`src/rtl/bcd_countdown_timer.sv`:
```
// Multi-digit BCD countdown timer with tick-qualified decrement, sensor hold,
// one-cycle done pulse and per-digit borrow flags for the display path.
module bcd_countdown_timer #(
    parameter int unsigned DIGITS      = 4,
    parameter int unsigned SEXAGESIMAL = 1
) (
    input  logic                  clk,
    input  logic                  rst_n,
    input  logic                  tick,
    input  logic                  load,
    input  logic [4*DIGITS-1:0]   load_value,
    input  logic                  start,
    input  logic                  stop,
    input  logic                  hold,
    output logic [4*DIGITS-1:0]   count,
    output logic                  running,
    output logic                  paused,
    output logic                  zero,
    output logic                  done,
    output logic [DIGITS-1:0]     borrow
);

    typedef enum logic [1:0] {
        S_IDLE,
        S_RUN,
        S_PAUSED,
        S_DONE
    } state_t;

    state_t state;

    logic [4*DIGITS-1:0] dec_value;
    logic [DIGITS-1:0]   dec_borrow;
    logic                dec_zero;
    logic                chain;

    // Odd digits are tens of seconds/minutes in sexagesimal mode.
    function automatic logic [3:0] digit_max(input int unsigned idx);
        return ((SEXAGESIMAL != 0) && (idx % 2 == 1)) ? 4'd5 : 4'd9;
    endfunction

    function automatic logic [4*DIGITS-1:0] clamp_bcd(input logic [4*DIGITS-1:0] v);
        logic [4*DIGITS-1:0] r;
        r = v;
        for (int unsigned i = 0; i < DIGITS; i++) begin
            if (v[4*i +: 4] > digit_max(i)) begin
                r[4*i +: 4] = digit_max(i);
            end
        end
        return r;
    endfunction

    assign zero = (count == '0);

    // Whole borrow chain resolves in one cycle, so no digit ever holds an invalid code.
    always_comb begin
        dec_value  = count;
        dec_borrow = '0;
        chain      = 1'b1;
        for (int unsigned i = 0; i < DIGITS; i++) begin
            if (chain) begin
                if (count[4*i +: 4] == 4'd0) begin
                    dec_value[4*i +: 4] = digit_max(i);
                    dec_borrow[i]       = 1'b1;
                end else begin
                    dec_value[4*i +: 4] = count[4*i +: 4] - 4'd1;
                    chain               = 1'b0;
                end
            end
        end
        dec_zero = (dec_value == '0);
    end

    always_ff @(posedge clk or negedge rst_n) begin
        if (!rst_n) begin
            count   <= '0;
            state   <= S_IDLE;
            running <= 1'b0;
            paused  <= 1'b0;
            done    <= 1'b0;
            borrow  <= '0;
        end else begin
            done   <= 1'b0;
            borrow <= '0;
            if (load) begin
                count   <= clamp_bcd(load_value);
                state   <= S_IDLE;
                running <= 1'b0;
                paused  <= 1'b0;
            end else if (stop) begin
                state   <= S_IDLE;
                running <= 1'b0;
                paused  <= 1'b0;
            end else begin
                case (state)
                    S_IDLE: begin
                        if (start && !zero) begin
                            state   <= S_RUN;
                            running <= 1'b1;
                        end
                    end
                    S_RUN: begin
                        if (hold) begin
                            state   <= S_PAUSED;
                            running <= 1'b0;
                            paused  <= 1'b1;
                        end else if (tick && !zero) begin
                            count  <= dec_value;
                            borrow <= dec_borrow;
                            if (dec_zero) begin
                                state   <= S_DONE;
                                running <= 1'b0;
                                done    <= 1'b1;
                            end
                        end
                    end
                    S_PAUSED: begin
                        // Resume only; a tick coincident with hold release is dropped.
                        if (!hold) begin
                            state   <= S_RUN;
                            paused  <= 1'b0;
                            running <= 1'b1;
                        end
                    end
                    S_DONE: begin
                    end
                    default: begin
                        state   <= S_IDLE;
                        running <= 1'b0;
                        paused  <= 1'b0;
                    end
                endcase
            end
        end
    end

endmodule

```
`config.mk`:
```
export PLATFORM = sky130hd
export DESIGN_NAME = bcd_countdown_timer
export DESIGN_NICKNAME = d
export VERILOG_FILES = /design/src/rtl/bcd_countdown_timer.sv
export SDC_FILE = /design/constraint.sdc
export NUM_CORES = 1
export LEC_CHECK = 0
export CELL_PAD_IN_SITES_DETAIL_PLACEMENT = 1
export CELL_PAD_IN_SITES_GLOBAL_PLACEMENT = 2
export CORE_ASPECT_RATIO = 0.75
export CORE_MARGIN = 2
export CORE_UTILIZATION = 24
export DETAILED_ROUTE_END_ITERATION = 12
export PLACE_DENSITY = 0.85
export SLEW_MARGIN = 20
export SYNTH_ARGS = -nofsm -noshare
export SYNTH_HDL_FRONTEND = slang
export SYNTH_SLANG_ARGS = --single-unit
```
`constraint.sdc`:
```
create_clock -name clk -period 1.75 [get_ports clk]
set_input_delay 0.175 -clock clk [delete_from_list [all_inputs] [get_ports clk]]
set_output_delay 0.175 -clock clk [all_outputs]
set_load 0.01 [all_outputs]
```
Word-level counts from Yosys, hierarchy flattened
Cells that the tools add are included.

operators by class
  reductions and logical operators = 17
  magnitude comparators = 4
  equality and inequality tests = 9
  add/subtract/negate cells = 4
  multiplexer cells = 55

operator list
  operator                                             count
  2-to-1 mux 16 bit                                    5
  2-to-1 mux 4 bit                                     16
  zero test 16 bit                                     2
  2-to-1 mux 1 bit                                     24
  zero test 4 bit                                      4
  subtractor 4 x 1 -> 4 bit, second input constant     4
  2-to-1 mux 2 bit                                     7
  inequality test 4 bit, second input constant         3
  inequality test 5 bit, second input constant         2
  > comparator 4 x 3 -> 1 bit, second input constant   2
  > comparator 4 bit, second input constant            2
  one-hot mux 2 bit (3 select lines)                   1
  AND reduction 5 bit                                  1
  nonzero test 5 bit                                   1
  inequality test 2 bit, second input constant         2
  AND reduction 4 bit                                  1
  nonzero test 2 bit                                   2
  nonzero test 4 bit                                   1
  one-hot mux 1 bit (3 select lines)                   1
  AND reduction 3 bit                                  1
  equality test 2 x 1 -> 1 bit, second input constant  1
  equality test 2 bit, second input constant           1
  logical AND 1 bit                                    2
  zero test 2 bit                                      1
  2 further kinds                                      2

storage, ports and cells
  word-level logic and storage cells = 95
  bits in registers = 25
  output and inout port bits = 24

Logic depth before layout (Yosys ltp)
Gate-level depths: netlist (run 1).

  word-level depth = 12
  mapped depth = 7
  gate-level depth less buffers = 7

Worst setup path after synthesis (run 1)
OpenSTA, ideal clock, no wires.

  kind = register to register
  start point = reg state[1]
  end point = reg count[6]
  period minus slack after synthesis = 1.822 ns
  stages on the path, launching flop included = 8
  path slack = -0.072 ns
  required time = 1.619 ns
  buffers on the path = 0
  data arrival time = 1.691 ns
  cells stage by stage = dfrtp_1 -> inv_1 -> ha_1 -> nor4bb_1 -> nand2_1 -> a2111oi_2 -> xnor2_1 -> o21ai_1

between the ends
  longest elaborated chain between the ends = 3

RTL lines
  item                           RTL line  text
  from (decl)                    30        state_t state;
  from (signal assigned)         77        state <= S_IDLE;
  from (signal assigned)         87        state <= S_IDLE;
  from (signal assigned)         91        state <= S_IDLE;
  equality test 2 x 1 -> 1 bit   95        case (state)
  nonzero test 2 bit (no line)   --
  AND reduction 4 bit (no line)  --
  to (signal assigned)           86        count <= clamp_bcd(load_value);
  to (signal assigned)           108       count <= dec_value;
  to (decl)                      15        output logic [4*DIGITS-1:0] count,

Every way passes these cells.
A chain may end at the register's enable or synchronous reset.

Final worst setup path (run 1)
  start point = reg state[1]
  end point = reg state[0]

between the ends
  longest elaborated chain between the ends = 4

RTL lines
  item                                               RTL line  text
  equality test 2 bit, or another cell as far along  95
  one-hot mux 2 bit (3 select lines)                 95
  2-to-1 mux 2 bit                                   90        end else if (stop) begin
  2-to-1 mux 2 bit                                   85        if (load) begin

Several ways; a longest one is shown, not always the timed one.

==> run summary, run 1 <==
Worst R2R End: state[0]$_DFFE_PN0P_
data required time of the critical path: 1.97 ns
DRT Pass-1 Iters: 4
FP Rows: 24
# DRC: 0
mapped cell area: 1475 µm²
post-DR vias/cell: 4.983
Area growth syn-to-layout: 102.7%
CP Capture Type: register
post-route ant nets: 0
R2R setup slack: -0.11 ns
Finished Core Util: 0.5081
final-report max-slew violation count: 0
die area: 6796 µm²
Leak Pwr: 1.171 nW
first-pass GRT wire length: 9901 µm
nature of the critical path startpoint: register
final RePlAce weighted congestion: 0.8819
share of layout cells above drive strength 1: 0.4741
total track usage: 0.1927
post-synth cell types: 47
worst slack at placement: -0.3173 ns
initial antenna violation count: 0
TritonCTS Buffers: 3
placed insts: 333
Placeable Area: 5886 µm²
Detailed Place HPWL: 4170 µm
Synthesized Nets: 182
DR WL/cell: 18.01 µm
most frequent cells after synthesis: dfrtp_1 (25), nor2_1 (18), nand2_1 (16)
flops & latches, synth: 25
Finished Layout Cells: 348
Max Cap Viol: 0
critical setup path kind: reg2reg
CTS H-Tree Depth: 1
total number of vias: 1734
top-area cell type share of the netlist area: 0.4241
# IOs: 47
ys async rst share: 1.000
vias in the first global route: 1915
total wire length: 6268 µm
initial drt markers: 56
Net Switching: 0.5033 mW
synth top area cells: dfrtp_1 (42%), o21ai_0 (4.7%), nor2_1 (4.6%)
n_diodes: 0
Final #Nets: 297
failing checks: negative setup slack
Mapped Cells: 156
largest net degree at the start of global routing: 26
Gate power share: 0.347
number of synthesized flops with an enable pin: 0
die height: 71.90 µm
Worst Path Max Fanout: 5
top_reg_cell synth: dfrtp_1
cell chosen for the clock root: clkbuf_8
top cell type by total area after synthesis: dfrtp_1
sequential share of the synthesized area: 0.4241
clk_skew: 0.01752 ns
Sw Share: 0.3208
DP Area: 2481 µm²
clock share of power: 0.241
Worst EP arrival: 2.09 ns
TritonCTS clock tree: yes
VDD IR max: 0.0002567 V
Pwr Density: 524.7 nW/µm²
clock latency on the worst-skew pair: 0.28 ns
P_int: 1.066 mW
FF-to-FF path depth: 8
Hold Fails Final Rpt: 0
FILL cells: 656
CTS max path bufs: 2
most frequent cell after synthesis: dfrtp_1
worst flop-to-flop path startpoint: state[1]$_DFFE_PN0P_
design area: 2990 µm²
initial core utilization: 0.2506
Max Clock Freq: 536.3 MHz
endpoints failing setup: 9
final worst slack: -0.1146 ns
yosys warns: 0
Seq pwr share: 0.412
clock transition at the registers of the reported paths: 0.11 ns
Synth Area per Inst: 9.456 µm²
Port Buf Inserts: 46
status: finished with violations
CTS sink count: 25
final critical-path share of the clock period: 1.066
RSZ-0062 raised after global routing: true
die width: 94.53 µm
Tmin final: 1.865 ns
grt total ovfl: 0
Hold Path Class: in2async
worst max path at each step:
stage,cells after the start,from,endpoint,slack (ns)
after floorplan,7,state[1]$_DFFE_PN0P_,count[6]$_DFFE_PN0P_,-0.02
final,8,state[1]$_DFFE_PN0P_,state[0]$_DFFE_PN0P_,-0.11
after CTS,8,state[1]$_DFFE_PN0P_,state[0]$_DFFE_PN0P_,-0.08
after global placement,7,hold,count[6]$_DFFE_PN0P_,-0.29
after global routing,8,state[1]$_DFFE_PN0P_,state[0]$_DFFE_PN0P_,-0.20
after detailed placement,7,hold,count[6]$_DFFE_PN0P_,-0.32
state kept, by name (all words and copies together) (netlist names):
register	flops
paused	1
borrow	4
running	1
count	16
state	2
done	1
kinds of logic after synthesis:
logic type                 synth area share
buffers and inverters               0.02375
DFF                                  0.4241
AOI/OAI and AO/OA                    0.2002
and+or+nand+nor                      0.2528
other                              0.002542
muxes                               0.04156
adders and majority gates           0.02545
xor gates and xnor gates            0.02968
area by class of cell:
type | instances | area [µm²] | area share
Sequential cell | 25 | 633.1 | 0.2117
Clock buffer | 3 | 41.29 | 0.01381
Timing Repair Buffer | 112 | 1013 | 0.3389
Tap cell | 78 | 97.59 | 0.03264
Clock inverter | 1 | 8.758 | 0.002929
Inverter | 7 | 31.28 | 0.01046
Multi-Input combinational cell | 122 | 1165 | 0.3895
cell usage in the layout, fill, tap and decap left out, types with 2 or more instances in the layout:
cell type / Yosys / routed
or3_4: 0 / 2
nor4_2: 1 / 2
mux2i_1: 5 / 4
a31oi_1: 2 / 2
clkbuf_8: 0 / 3
xnor2_1: 5 / 5
nand3_4: 0 / 2
nor2b_1: 5 / 2
nor3_4: 0 / 2
nand3b_1: 2 / 2
nor2b_2: 0 / 2
nor2_1: 18 / 15
nand2_1: 16 / 11
nor3_1: 4 / 2
ha_4: 0 / 2
inv_2: 1 / 3
o22ai_1: 2 / 2
buf_6: 0 / 16
buf_4: 0 / 51
dfrtp_2: 0 / 6
clkdlybuf4s50_1: 0 / 45
inv_1: 5 / 3
dfrtp_1: 25 / 19
nand2_2: 0 / 4
nor2_4: 0 / 2
nor4_4: 2 / 6
o32ai_1: 2 / 2
o21ai_1: 1 / 6
a21oi_1: 6 / 3
a21oi_2: 0 / 2
o21ai_0: 14 / 7
critical path, stage by stage, from the launching register on:
cell,delay (ns)
dfrtp_1,0.41
inv_2,0.10
buf_6,0.12
ha_4,0.19
mux2_4,0.30
o311ai_4,0.08
o32ai_4,0.17
a311o_1,0.32
a21oi_2,0.12
routing by layer:
metal / up-vias / wire length (µm) / GRT usage
met5: - / 0 / 0
met4: 0 / 84 / 0.04187
met3: 8 / 331 / 0.04569
met2: 49 / 3167 / 0.3444
met1: 866 / 2684 / 0.2383
li1: 811 / - / -
timing repair:
| action | in CTS | in global routing |
|---|---|---|
| pin swaps | 20 | 13 |
| endpoints found under the setup margin | 21 | 23 |
| cloned | 0 | 0 |
| hold buffers | 0 | 0 |
| setup buffers | 10 | 4 |
| resized for setup | 49 | 36 |
per-stage QoR:
step,power [mW],TNS (ns),hold slack (ns)
finish,1.569,-0.3732,0.2585
global route,1.642,-1.655,0.2792
CTS,1.534,-0.2343,0.2666
detailed placement,1.086,-3.174,0.5173
global placement,1.072,-2.363,0.5217
floorplan,0.8166,-0.04202,-0.1206
power by group through the flow:
stage,combinational (mW),sequential (mW),clock (mW)
finish,0.545,0.646,0.378
CTS,0.507,0.645,0.382
global route,0.583,0.652,0.407
global placement,0.421,0.650,0
detailed placement,0.433,0.653,0
floorplan,0.135,0.681,0
(Power assumes the default switching activity.)
==> run 2, diff against run 1 <==
Settings changed: CORE_UTILIZATION 24 to 29, PLACE_DENSITY 0.85 to 0.95.
Clock period 1.75 ns to 2.3 ns, I/O delays scaled along.
==> run summary, run 2 (synthesis gave the netlist of run 1 again) <==
worst slew pin tran: 0.5176 ns
Hold Path Class: in2async
CP delay by family, top: buffers and inverters
final worst slack: 0.05512 ns (+0.1698 ns)
CTS max path bufs: 2 (unchanged)
initial antenna violation count: 0 (unchanged)
status: finished clean
# IOs: 47 (unchanged)
CTS H-Tree Depth: 1 (unchanged)
Max Clock Freq: 445.5 MHz
TritonCTS Buffers: 3 (unchanged)
clk_skew: 0.004000 ns (-0.01352 ns)
initial core utilization: 0.3011 (+0.05043)
clock latency on the worst-skew pair: 0.27 ns (about the same)
n_diodes: 0 (unchanged)
Pwr Density: 477.1 nW/µm² (-9.1%)
Top reg by flops: count
VDD IR max: 0.0001576 V (-39%)
CP Capture Type: primary output
Tot Pwr: 1.023 mW (-35%)
Worst Path Max Fanout: 7 (+2)
cell chosen for the clock root: clkbuf_8
Bufs and invs on worst path: 2 (unchanged)
Rel. slew slack: 0.6523
Hold Buf Count CTS: 0 (unchanged)
Hold Fails Final Rpt: 0 (unchanged)
Placeable Area: 4900 µm² (-17%)
DRT Pass-1 Iters: 4 (unchanged)
data required time of the critical path: 2.07 ns (+0.10 ns)
endpoints failing setup: 0 (-9)
Max Cap Viol: 0 (unchanged)
total number of vias: 1464 (-16%)
FP Rows: 22 (-8.3%)
worst slack at placement: 0.1147 ns (+0.4320 ns)
post-route ant nets: 0 (unchanged)
first-pass GRT wire length: 7245 µm (-27%)
grt total ovfl: 0 (unchanged)
Leak Pwr: 0.8022 nW (-31%)
Port Buf Inserts: 46 (unchanged)
CTS sink count: 25 (unchanged)
most common cell after layout, fill and taps aside: clkdlybuf4s50_1
Area growth syn-to-layout: 45.29%
total wire length: 4398 µm (-30%)
post-DR vias/cell: 5.363 (+7.6%)
# DRC: 0 (unchanged)
DP Area: 2048 µm² (-17%)
max reg flops: 16 (unchanged)
Final #Nets: 240 (-19%)
TritonCTS clock tree: yes
Worst EP arrival: 2.01 ns (-0.08 ns)
vias in the first global route: 1501 (-22%)
final-report max-slew violation count: 0 (unchanged)
die area: 5679 µm² (-16%)
CP max stage delay: 0.56 ns (+0.15 ns)
Finished Layout Cells: 273 (-22%)
nature of the critical path startpoint: register
Detailed Place HPWL: 3242 µm (-22%)
DR WL/cell: 16.11 µm (-11%)
initial drt markers: 64 (+14%)
most frequent cells in the layout: clkdlybuf4s50_1 (46), dfrtp_1 (21), nor2_1 (18), nand2_1 (16), o21ai_0 (14)
top flop regs: count (16), borrow (4), state (2)
final RePlAce weighted congestion: 0.8488 (-3.8%)
final critical-path share of the clock period: 0.9760
share of layout cells above drive strength 1: 0.1408 (-0.3332)
crit path cell chain: nor4_4 > nand4_2 > clkinv_2 > clkdlybuf4s50_1
clock transition at the registers of the reported paths: 0.09 ns (-0.02 ns)
total track usage: 0.1636 (-0.02908)
Tmin final: 2.245 ns
die height: 65.77 µm (-8.5%)
design area: 2143 µm² (-28%)
critical setup path kind: reg2out
placed insts: 266 (-20%)
largest net degree at the start of global routing: 26 (unchanged)
die width: 86.36 µm (-8.6%)
CP max stage cell: clkdlybuf4s50_1
FILL cells: 573 (-13%)
[run 2: final timing paths]
kind | startpoint | endpoint | slack (ns) | depth (start not counted)
min | rst_n | count[14]$_DFFE_PN0P_ | 0.33 | 2
min in group clk | load_value[0] | count[0]$_DFFE_PN0P_ | 0.50 | 3
max | count[3]$_DFFE_PN0P_ | zero | 0.06 | 4
min reg2reg | running$_DFFE_PN0P_ | running$_DFFE_PN0P_ | 0.53 | 1
max in group asynchronous | rst_n | count[2]$_DFFE_PN0P_ | 1.69 | 2
max reg2reg | count[9]$_DFFE_PN0P_ | count[4]$_DFFE_PN0P_ | 0.16 | 5
[run 2: routing by layer]
metal | global-route usage | routed length (µm)
met5 | 0 | 0
met4 | 0.02539 | 23
met3 | 0.04523 | 292
met2 | 0.2558 | 1893
met1 | 0.2300 | 2189
[run 2: per-stage QoR]
stage / util / hold WS [ns] / TNS, ns
final: 0.4374 / 0.3336 / 0
after global routing: 0.4374 / 0.3426 / -0.01013
after CTS: 0.4326 / 0.3436 / 0
after detailed placement: 0.4180 / 0.5178 / 0
after global placement: 0.4180 / 0.5248 / 0
after floorplan: - / -0.06559 / 0
[run 2: area by class of cell]
cell class	instances	area [µm²]	share of cell area
Clock buffer	3	41.29	0.01926
Timing Repair Buffer	55	528.0	0.2464
Tap cell	60	75.07	0.03503
Sequential cell	25	630.6	0.2942
Inverter	7	27.53	0.01284
Clock inverter	1	5.005	0.002335
Multi-Input combinational cell	122	835.8	0.3900
[run 2: what timing repair did]
item / 4_1_cts / 5_1_grt
setup endpoints to repair: 1 / 1
resized for setup: 4 / 3
pin swaps: 2 / 2
setup buffers: 2 / 1
[run 2: worst reg2reg max path: stages (launching register included)]
cell	delay [ns]
dfrtp_1	0.47
or4_1	0.60
nor3_1	0.47
a21oi_1	0.20
xnor2_1	0.19
a21oi_1	0.09
[run 2: power breakdown]
group	total, mW	switching [mW]	leakage (nW)	internal [mW]
logic	0.244	0.111	0.465	0.132
registers	0.509	0.0446	0.312	0.465
clock network	0.270	0.148	0.0255	0.122
total	1.02	0.304	0.802	0.718
==> run 3, diff against run 2 <==
Settings changed: CELL_PAD_IN_SITES_DETAIL_PLACEMENT 1 to 0, CELL_PAD_IN_SITES_GLOBAL_PLACEMENT 2 to 1, CORE_UTILIZATION 29 to 37, REMOVE_ABC_BUFFERS set to 1.
==> run summary, run 3 (synthesis gave the netlist of run 1 again) <==
status: finished clean
worst slack at placement: 0.06643 ns (-0.04828 ns)
Worst EP arrival: 2.02 ns (about the same)
die area: 4513 µm² (-21%)
Multi-input gate area: 842.1 µm² (+0.75%)
placed insts: 257 (-3.4%)
Setup TNS: 0 ns (unchanged)
grt total ovfl: 0 (unchanged)
DRT Pass-1 Iters: 4 (unchanged)
CP delay by family, top: buffers and inverters
top flop regs: count (16), borrow (4), state (2)
CP max stage cell: clkdlybuf4s50_1
largest net degree at the start of global routing: 26 (unchanged)
data required time of the critical path: 2.07 ns (about the same)
clock transition at the registers of the reported paths: 0.09 ns (about the same)
final RePlAce weighted congestion: 0.8562 (+0.87%)
TritonCTS clock tree: yes
initial core utilization: 0.3952 (+0.09417)
FP Rows: 19 (-14%)
first-pass GRT wire length: 6479 µm (-11%)
CP Capture Type: primary output
DR WL/cell: 15.13 µm (-6.1%)
die height: 58.69 µm (-11%)
total track usage: 0.1810 (+0.01732)
Placeable Area: 3732 µm² (-24%)
most frequent cells in the layout: clkdlybuf4s50_1 (46), dfrtp_1 (24), nor2_1 (18), nand2_1 (16), o21ai_0 (14)
# DRC: 0 (unchanged)
Tmin final: 2.247 ns (+0.002316 ns)
critical path launch point: count[3]$_DFFE_PN0P_
CTS H-Tree Depth: 1 (unchanged)
initial drt markers: 84 (+31%)
wire length on met1: 1927 µm (-12%)
Port Buf Inserts: 46 (unchanged)
Bufs and invs on worst path: 2 (unchanged)
Hold Fails Final Rpt: 0 (unchanged)
total number of vias: 1429 (-2.4%)
FF-to-FF path depth: 5 (unchanged)
Hold Path Class: in2async
CTS max path bufs: 2 (unchanged)
met3 wire length: 302 µm (+3.4%)
post-DR vias/cell: 5.433 (+1.3%)
share of layout cells above drive strength 1: 0.1232 (-0.01762)
Finished Layout Cells: 263 (-3.7%)
crit path cell chain: nor4_4 > nand4_2 > clkinv_2 > clkdlybuf4s50_1
Rel. slew slack: 0.6636 (+0.01131)
Crit path depth: 4 (unchanged)
max reg flops: 16 (unchanged)
final worst slack: 0.05281 ns (-0.002316 ns)
worst slew pin tran: 0.5000 ns (-0.01759 ns)
worst flop-to-flop path startpoint: count[9]$_DFFE_PN0P_
clk_skew: 0.002994 ns (-0.001007 ns)
Hold Buf Count CTS: 0 (unchanged)
DP Area: 2031 µm² (-0.85%)
Top reg by flops: count
Sequential cell area: 626.9 µm² (-0.60%)
Leak Pwr: 0.7947 nW (-0.94%)
Finished Core Util: 0.5682 (+0.1308)
CP max stage delay: 0.55 ns (about the same)
CTS sink count: 25 (unchanged)
nature of the critical path startpoint: register
final critical-path share of the clock period: 0.9770 (+0.001007)
# IOs: 47 (unchanged)
design area: 2121 µm² (-1.1%)
Area growth syn-to-layout: 43.77%
DR WL met2: 1718 µm (-9.2%)
endpoints failing setup: 0 (unchanged)
Hold Slack: 0.3073 ns (-0.02628 ns)
Tot Pwr: 1.020 mW (-0.27%)
VDD IR max: 0.0003826 V (+140%)
die width: 76.91 µm (-11%)
initial antenna violation count: 0 (unchanged)
Max Clock Freq: 445.0 MHz (-0.10%)
post-route ant nets: 0 (unchanged)
n_diodes: 0 (unchanged)
Pwr Density: 480.9 nW/µm² (+0.79%)
critical setup path kind: reg2out
most common cell after layout, fill and taps aside: clkdlybuf4s50_1
FILL cells: 340 (-41%)
clock latency on the worst-skew pair: 0.28 ns (about the same)
DR top layer: met4
vias in the first global route: 1364 (-9.1%)
cell chosen for the clock root: clkbuf_8
TritonCTS Buffers: 3 (unchanged)
Final #Nets: 238 (-0.83%)
Worst Path Max Fanout: 7 (unchanged)
total wire length: 3979 µm (-9.5%)
final-report max-slew violation count: 0 (unchanged)
Detailed Place HPWL: 2948 µm (-9.1%)
Max Cap Viol: 0 (unchanged)
[run 3: cell count changes in the layout (fill, tap and decap cells not counted), sizes merged]
| cell | change |
|---|---|
| buf | -2 |
[run 3: repair_timing]
item                       in CTS  in global routing
setup endpoints to repair       1                  2
gates resized for setup         1                  4
pin swaps                       1                  2
setup buffers                   1                  1
gates cloned                    0                  0
[run 3: worst paths after layout]
check / endpoint / slack [ns]
worst max-delay path: zero / 0.05
min in group clk: count[0]$_DFFE_PN0P_ / 0.52
worst min-delay path: count[2]$_DFFE_PN0P_ / 0.31
max in group asynchronous: count[3]$_DFFE_PN0P_ / 1.73
worst max register to register: count[4]$_DFFE_PN0P_ / 0.19
worst min register to register: running$_DFFE_PN0P_ / 0.53
[run 3: worst reg2reg max path, delay by kind of cell, from the launching register on]
family,cells,cell delay (ns)
xor+xnor,1,0.22
compound gates,2,0.29
simple gates,2,1.00
flops,1,0.48
[run 3: cell type report]
type,instances,area share
Multi-Input combinational cell,122,0.3971
Clock inverter,1,0.002360
Inverter,7,0.01298
Timing Repair Buffer,53,0.2419
Clock buffer,3,0.01947
Tap cell,52,0.03068
Sequential cell,25,0.2956
[run 3: where the power goes]
group	switching [mW]	total [mW]	internal [mW]	leakage, nW
Sequential	0.0445	0.508	0.464	0.314
Combinational	0.109	0.242	0.133	0.455
Clock	0.148	0.270	0.122	0.0255
Total	0.302	1.02	0.718	0.795
[run 3: metal layers]
| metal | vias up | track usage |
|---|---|---|
| li1 | 694 | - |
| met1 | 671 | 0.2554 |
| met2 | 58 | 0.2870 |
| met3 | 6 | 0.04448 |
| met4 | 0 | 0.03636 |
| met5 | - | 0 |
